$ cat config.mk
export PLATFORM = sky130hd
export DESIGN_NAME = mult_pipe
export DESIGN_NICKNAME = d
export VERILOG_FILES = /design/src/rtl/mult_pipe.sv
export SDC_FILE = /design/constraint.sdc
export NUM_CORES = 2
export LEC_CHECK = 0
export ABC_AREA = 1
export CORE_MARGIN = 10
export CORE_UTILIZATION = 40
export DETAILED_ROUTE_END_ITERATION = 7
export PLACE_DENSITY = 0.57
export SLEW_MARGIN = 20
export SYNTH_ARGS = -nofsm -noshare
export SYNTH_HDL_FRONTEND = slang
export SYNTH_SLANG_ARGS = --single-unit
$ cat constraint.sdc
create_clock -name clock -period 12.6 [get_ports clock]
set_input_delay 2.52 -clock clock [delete_from_list [all_inputs] [get_ports clock]]
set_output_delay 2.52 -clock clock [all_outputs]
set_load 0.005 [all_outputs]
$ cat src/rtl/mult_pipe.sv
// mult_pipe: four-stage pipelined 32x32 multiplier feeding the writeback Mult slot.
// Returns the high or low half of the signed or unsigned 64-bit product, holds its
// result when writeback is taken by Mem/AluMisc, and exports a pending-dest mask.
//
// Handshake: an op is accepted on a rising edge when iss_mul_oper && mul_iss_ready.
// mul_iss_ready is combinational and may fall in the same cycle as a writeback
// conflict. On the writeback side, the S4 op retires when mul_wb_oper is high and
// either it does not write a register or neither mem_wb_oper nor am_wb_oper is high.
module mult_pipe (
   input  logic        clock,
   input  logic        reset,
   input  logic        iss_mul_oper,
   input  logic [31:0] iss_mul_a,
   input  logic [31:0] iss_mul_b,
   input  logic        iss_mul_signed,
   input  logic        iss_mul_high,
   input  logic [4:0]  iss_mul_regdest,
   input  logic        iss_mul_writereg,
   output logic        mul_iss_ready,
   input  logic        mul_flush,
   input  logic        mem_wb_oper,
   input  logic        am_wb_oper,
   output logic        mul_wb_oper,
   output logic [4:0]  mul_wb_regdest,
   output logic        mul_wb_writereg,
   output logic [31:0] mul_wb_wbvalue,
   output logic [31:0] mul_pend_mask
);

   // stage valid bits
   logic v1, v2, v3, v4;

   // stage 1: extended operands plus metadata
   logic [32:0] a1, b1;
   logic        h1, wr1;
   logic [4:0]  rd1;

   // stage 2: partial products plus metadata
   logic [49:0] pl2, ph2;
   logic        h2, wr2;
   logic [4:0]  rd2;

   // stage 3: full 64-bit product plus metadata
   logic [63:0] p3;
   logic        h3, wr3;
   logic [4:0]  rd3;

   // advance signals: adv_k means stage k's contents move forward this edge
   logic retire4, adv4, adv3, adv2, adv1;

   // partial-product operands, sign-extended to the 50-bit product width
   logic [49:0] a_ext, blo_ext, bhi_ext, pl_d, ph_d;
   logic [63:0] sum_d;

   assign v4       = mul_wb_oper;
   assign retire4  = v4 && (~mul_wb_writereg || (~mem_wb_oper && ~am_wb_oper));
   assign adv4     = ~v4 || retire4;
   assign adv3     = ~v4 || adv4;
   assign adv2     = ~v3 || adv3;
   assign adv1     = ~v2 || adv2;
   assign mul_iss_ready = ~v1 || adv1;

   // A33 * B[15:0] and A33 * B[32:16]; only the low 50 bits matter, so the
   // multiply is done on sign-extended operands without signed types.
   assign a_ext   = {{17{a1[32]}}, a1};
   assign blo_ext = {34'd0, b1[15:0]};
   assign bhi_ext = {{33{b1[32]}}, b1[32:16]};
   assign pl_d    = a_ext * blo_ext;
   assign ph_d    = a_ext * bhi_ext;
   assign sum_d   = ({{14{ph2[49]}}, ph2} << 16) + {{14{pl2[49]}}, pl2};

   // valid bits: flush and reset clear every stage; otherwise move on advance
   always_ff @(posedge clock or posedge reset) begin
      if (reset) begin
         v1 <= 1'b0;
         v2 <= 1'b0;
         v3 <= 1'b0;
         mul_wb_oper <= 1'b0;
      end else if (mul_flush) begin
         v1 <= 1'b0;
         v2 <= 1'b0;
         v3 <= 1'b0;
         mul_wb_oper <= 1'b0;
      end else begin
         if (mul_iss_ready) v1 <= iss_mul_oper;
         if (adv1)          v2 <= v1;
         if (adv2)          v3 <= v2;
         if (adv3)          mul_wb_oper <= v3;
      end
   end

   // data and metadata: load on advance, hold otherwise (not cleared by flush)
   always_ff @(posedge clock or posedge reset) begin
      if (reset) begin
         a1  <= '0;
         b1  <= '0;
         h1  <= 1'b0;
         wr1 <= 1'b0;
         rd1 <= '0;
         pl2 <= '0;
         ph2 <= '0;
         h2  <= 1'b0;
         wr2 <= 1'b0;
         rd2 <= '0;
         p3  <= '0;
         h3  <= 1'b0;
         wr3 <= 1'b0;
         rd3 <= '0;
         mul_wb_wbvalue  <= '0;
         mul_wb_regdest  <= '0;
         mul_wb_writereg <= 1'b0;
      end else begin
         if (mul_iss_ready) begin
            a1  <= {iss_mul_signed & iss_mul_a[31], iss_mul_a};
            b1  <= {iss_mul_signed & iss_mul_b[31], iss_mul_b};
            h1  <= iss_mul_high;
            wr1 <= iss_mul_writereg;
            rd1 <= iss_mul_regdest;
         end
         if (adv1) begin
            pl2 <= pl_d;
            ph2 <= ph_d;
            h2  <= h1;
            wr2 <= wr1;
            rd2 <= rd1;
         end
         if (adv2) begin
            p3  <= sum_d;
            h3  <= h2;
            wr3 <= wr2;
            rd3 <= rd2;
         end
         if (adv3) begin
            mul_wb_wbvalue  <= h3 ? p3[63:32] : p3[31:0];
            mul_wb_regdest  <= rd3;
            mul_wb_writereg <= wr3;
         end
      end
   end

   // pending-destination mask over every valid, register-writing stage
   always_comb begin
      mul_pend_mask = '0;
      if (v1 && wr1) mul_pend_mask[rd1] = 1'b1;
      if (v2 && wr2) mul_pend_mask[rd2] = 1'b1;
      if (v3 && wr3) mul_pend_mask[rd3] = 1'b1;
      if (v4 && mul_wb_writereg) mul_pend_mask[mul_wb_regdest] = 1'b1;
      mul_pend_mask[0] = 1'b0;
   end

endmodule

==> metrics.cfg <==
[outcome]
status = finished clean

[route]
drt-vias-per-instance = 4.92
drt_iter0_drc = 3469
drc = 0
wirelength_um = 177000
dr.pass1.iters = 6
wl_per_cell_um = 18.5
ant_nets = 0
dr_total_vias = 47200

[place]
place_congestion = 0.929
hpwlAfterDp_um = 141000
dp.cells = 9515
io_buffers = 148
post-place-ws_ns = 3.91

[grt]
grt.busiest_layer = met2
grt_first_pass_wirelength_um = 280000
use_met3 = 0.0309
overflow = 0
grt_usage = 0.226
grtUsageMet2 = 0.358
grt_max_degree = 96
antenna_found_initial = 3
grt_pass1_vias = 48600
met1_usage = 0.321

[floorplanning]
fp.coreArea_sq_mm = 0.141
die_h_um = 397
pin_count = 150
die-area_sq_mm = 0.157
rows = 138
die_w_um = 397
initial_core_util = 0.402

[setup_path]
cp.required_ns = 10.08
path_cells = clkdlybuf4s50_1, o21ai_4, nor2_4, buf_4, inv_2, buf_4, nor2_8, nand2_8, clkdlybuf4s50_1
max_stage_delay_ns = 0.66
path_class = input pin to primary output
cp_top_family = buffers and inverters
worst-r2r-cell-count = 25
cp-start-kind = input pin
r2r-start = a1[30]$_DFFE_PP0P_
crit_path_end_kind = primary output
worstPathArrival_ns = 6.18
path_max_fanout = 95
cp-startpoint = mem_wb_oper
rrSetupSlack_ns = 5.76
reg2reg_to = ph2[47]$_DFFE_PP0P_
cp_slowest_cell = buf_4
worst-path-buf-inv = 5

[clocking]
numCtsBuffers = 38
cts_setup_buffers = 0
h-tree-depth = 2
ctsResizeCount = 0
cts_hold_buffers = 0
cts_buffer_depth = 3
root_buffer = clkbuf_16
clkTransAtPathRegs_ns = 0.06
clock-sinks = 291
cts_tree = built
clk-insertion-delay-late_ns = 0.61

[sta]
fin_hold_ws_ns = 0.470
relSlewSlack = 0.248
finClkSkew_ns = 0.0232
final-setup-viol-count = 0
slew_violations = 0
worst_pin_slew_ns = 1.12
final-hold-violation-count = 0
rsz0062_at_grt = false
fin_crit_ns = 8.70
setup_slack_ns = 3.90
min_period_over_period = 0.691
max_freq_ghz = 0.115
fin_setup_tns_ns = 0

[final_layout]
fin_cells = 9583
fin_nets = 9049
fillers = 14800
drive_gt1_frac = 0.0293
final_cell_mix = nand2_1 (2342), inv_1 (2163), fa_1 (1026), nor2_1 (331), ha_1 (280)
layout_commonest_cell = nand2_1
area_growth_syn_to_layout_pct = 7.57

[synthesis]
post_synth_num_cell_types = 49
syn-num-nets = 9126
synth_seq_cells = 291
synth.cell_area_sq_mm = 0.0568
async_flop_share = 1.00
synth_enable_flop_cells = 0
synthFlopType = dfrtp_1
synth_area_per_cell_sq_um = 7.34
synth-warning-count = 0
synthCells = 7742
ys_seq_area_frac = 0.128

[worst_hold_path]
whs_path_depth = 2
min-delay-start = mul_wb_wbvalue[16]$_DFFE_PP0P_
hold_class = flop to flop
min_to = mul_wb_wbvalue[16]$_DFFE_PP0P_

[flow_run]
max_cap_violations = 0

stage by stage:
step | util | cell area, sq um
global placement | 0.424 | 59900
finish | 0.433 | 61100
detailed placement | 0.424 | 59900
global route | 0.433 | 61100
CTS | 0.433 | 61100
floorplan | - | 56800
routing by layer:
layer | part of all wire | up-vias
li1 | - | 22000
met1 | 0.46 | 23400
met2 | 0.44 | 1535
met3 | 0.066 | 259
met4 | 0.032 | 2
met5 | 0.000068 | -
worst max-delay path by stage:
stage / to / depth (start not counted) / slack (ns)
final: mul_iss_ready / 9 / 3.90
after global routing: mul_iss_ready / 9 / 3.59
after CTS: mul_iss_ready / 9 / 3.89
after detailed placement: mul_iss_ready / 9 / 3.91
after global placement: mul_iss_ready / 9 / 3.91
after floorplan: a1[0]$_DFFE_PP0P_ / 1 / 2.05
cell usage after synthesis (24+ instances only):
| cell | number | area [sq um] |
|---|---|---|
| nand2_1 | 2342 | 8790 |
| inv_1 | 2165 | 8130 |
| fa_1 | 1026 | 20500 |
| nor2_1 | 331 | 1240 |
| dfrtp_1 | 291 | 7280 |
| clkbuf_1 | 288 | 1080 |
| ha_1 | 280 | 3500 |
| nand3_1 | 238 | 1190 |
| o21ai_0 | 234 | 1170 |
| a21oi_1 | 168 | 841 |
| mux2_4 | 48 | 721 |
| nor3_1 | 46 | 230 |
| nand4_1 | 44 | 275 |
| xnor2_1 | 40 | 350 |
| buf_2 | 25 | 125 |
| o21bai_1 | 24 | 180 |
state kept, by name, summed over array words and instances, names as in the netlist, 5 cells and up:
register        count
p3                 64
pl2                50
ph2                48
a1                 33
b1                 33
mul_wb_wbvalue     32
mul_wb_regdest      5
rd1                 5
rd2                 5
rd3                 5
layout make-up:
cell class,count,area [sq um],area share
Sequential cell,291,7310,0.120
Tap cell,1890,2360,0.0387
Clock buffer,49,1060,0.0174
Inverter,2169,8150,0.133
Clock inverter,18,189,0.00309
Multi-Input combinational cell,4957,40100,0.656
Timing Repair Buffer,208,1930,0.0316
Antenna cell,1,2.50,0.0000410
worst min-delay path, delay by kind of cell, from the launching register on:
kind          cells  cell delay (ns)
simple gates      2             0.10
flops             1             0.34
kinds of logic after synthesis:
family                     Yosys count  share of synthesized area
AOI/OAI and AO/OA                  497                     0.0482
xor gates and xnor gates            53                    0.00817
adders and majority gates         1306                      0.423
buffers and inverters             2494                      0.166
DFF                                291                      0.128
muxes                               54                     0.0139
other                                1                  0.0000660
and+or+nand+nor                   3046                      0.212
Power is not shown: default switching activity piles up to over one toggle a cycle in this logic, so the estimate is an artifact.
==> RTL change: new RTL, same flow settings <==
Make the reset (`reset`) synchronous in 2 clocked blocks.
--- a/src/rtl/mult_pipe.sv
+++ b/src/rtl/mult_pipe.sv
@@ -70,7 +70,7 @@
    assign sum_d   = ({{14{ph2[49]}}, ph2} << 16) + {{14{pl2[49]}}, pl2};
 
    // valid bits: flush and reset clear every stage; otherwise move on advance
-   always_ff @(posedge clock or posedge reset) begin
+   always_ff @(posedge clock) begin
       if (reset) begin
          v1 <= 1'b0;
          v2 <= 1'b0;
@@ -90,7 +90,7 @@
    end
 
    // data and metadata: load on advance, hold otherwise (not cleared by flush)
-   always_ff @(posedge clock or posedge reset) begin
+   always_ff @(posedge clock) begin
       if (reset) begin
          a1  <= '0;
          b1  <= '0;
Check against the original RTL: differs if reset is asserted again (counterexample within 4 cycles, from zero or initial values and one cycle with reset high); with reset held inactive, the same outputs for 4 cycles.
==> RTL change against the original RTL <==
  * Cell count grew 3.4%
  * Sequential cell count is the same
  * Wire length grew 2.0%
  * Synthesized cell count grew 4.8%
  * Worst setup slack gained 0.23 ns
  * Synthesized area shrank 0.37%
  * Design area shrank 0.53%
Power is left out: it rests on default switching activity, and per cell area and clock period it moved more than threefold.
==> RTL change: results (changes against the original RTL) <==
{
  "yosysSeqAreaShare": {"value": 10.3, "unit": "%", "change": "-2.5 points"},
  "run_status": "complete, no violations",
  "global_route.usage.total": {"value": 23.2, "unit": "%", "change": "+0.60 points"},
  "seq-cell-share": {"value": 9.61, "unit": "%", "change": "-2.3 points"},
  "dp_hpwl": {"value": 144000, "unit": "um", "change": "+2.4%"},
  "worstPathMaxFanout": {"value": 80, "change": "-16%"},
  "hold_path_end": "p3[15]",
  "rrSetupSlack": {"value": 5.50, "unit": "ns", "change": "-0.26 ns"},
  "hold-worst-slack": {"value": 0.455, "unit": "ns", "change": "-0.0159 ns"},
  "syn-instance-count": {"value": 8113, "change": "+4.8%"},
  "drt_pre_antenna_iters": {"value": 5, "change": "-1"},
  "clock_cell_share_of_area": {"value": 2.01, "unit": "%", "change": "-0.034 points"},
  "num-multi-input-gates": {"value": 5106, "change": "+3.0%"},
  "nonClkBufAreaFrac": {"value": 3.26, "unit": "%", "change": "+0.10 points"},
  "layout-drive-gt1-share": {"value": 2.10, "unit": "%", "change": "-0.82 points"},
  "met2_length": {"value": 87800, "unit": "um", "change": "+12%"},
  "reg_to_reg_end": "pl2[49]",
  "filler_cell_count": {"value": 14800, "change": "-0.16%"},
  "clock_buffers": {"value": 51, "change": "+4.1%"},
  "worst_r2r_startpoint": "a1[10]",
  "avgViaCountPerCell": {"value": 4.89, "change": "-0.69%"},
  "cp_slowest_cell": "nor2_8",
  "async_flop_share": {"value": 0, "unit": "%", "change": "-100 points"},
  "detailedRoute.firstIterationViolations": {"value": 3232, "change": "-6.8%"},
  "route.met3.wl": {"value": 8510, "unit": "um", "change": "-27%"},
  "wl_met1": {"value": 78400, "unit": "um", "change": "-3.9%"},
  "floorplan.core_area": {"value": 140000, "unit": "um^2", "change": "-0.85%"},
  "min_from": "p3[15]",
  "synth_flop_cell": "dfxtp_1",
  "clock_latency": {"value": 0.63, "unit": "ns", "change": "+0.02 ns"},
  "maxClockFrequency": {"value": 118, "unit": "MHz", "change": "+2.7%"},
  "cpPeakStageDelay": {"value": 0.74, "unit": "ns", "change": "+0.08 ns"},
  "grt_antenna_before_repair": {"value": 7, "change": "+4"},
  "post_synth_main_area_contributors": "fa_1, inv_1, nand2_1, dfxtp_1, ha_1"
}
[RTL change: worst min-delay path, cell delays in order, from the launching register on]
cell	delay, ns
dfxtp_1	0.30
inv_1	0.06
a21oi_1	0.05
[RTL change: worst max path at each step]
stage,to
2_1_floorplan,mul_iss_ready
5_1_grt,mul_iss_ready
4_1_cts,mul_iss_ready
3_3_place_gp,mul_iss_ready
3_5_place_dp,mul_iss_ready
6_report,mul_iss_ready
[RTL change: logic make-up (layout without fill, tap and decap cells)]
logic type,Yosys count,in the layout,synth area share (%)
simple gates,3011,3011,21.1
other cells,1,2,0.00663
xor+xnor,50,50,0.774
compound gates,738,738,7.26
flops,291,291,10.3
buf+inv,2716,2636,18.1
fa+ha+maj,1306,1306,42.5
[RTL change: metal layers]
layer  global-route usage [%]  vias up
li1                         -    23200
met1                     29.8    23800
met2                     40.6     1221
met3                     2.29      312
met4                     7.44        4
met5                        0        -
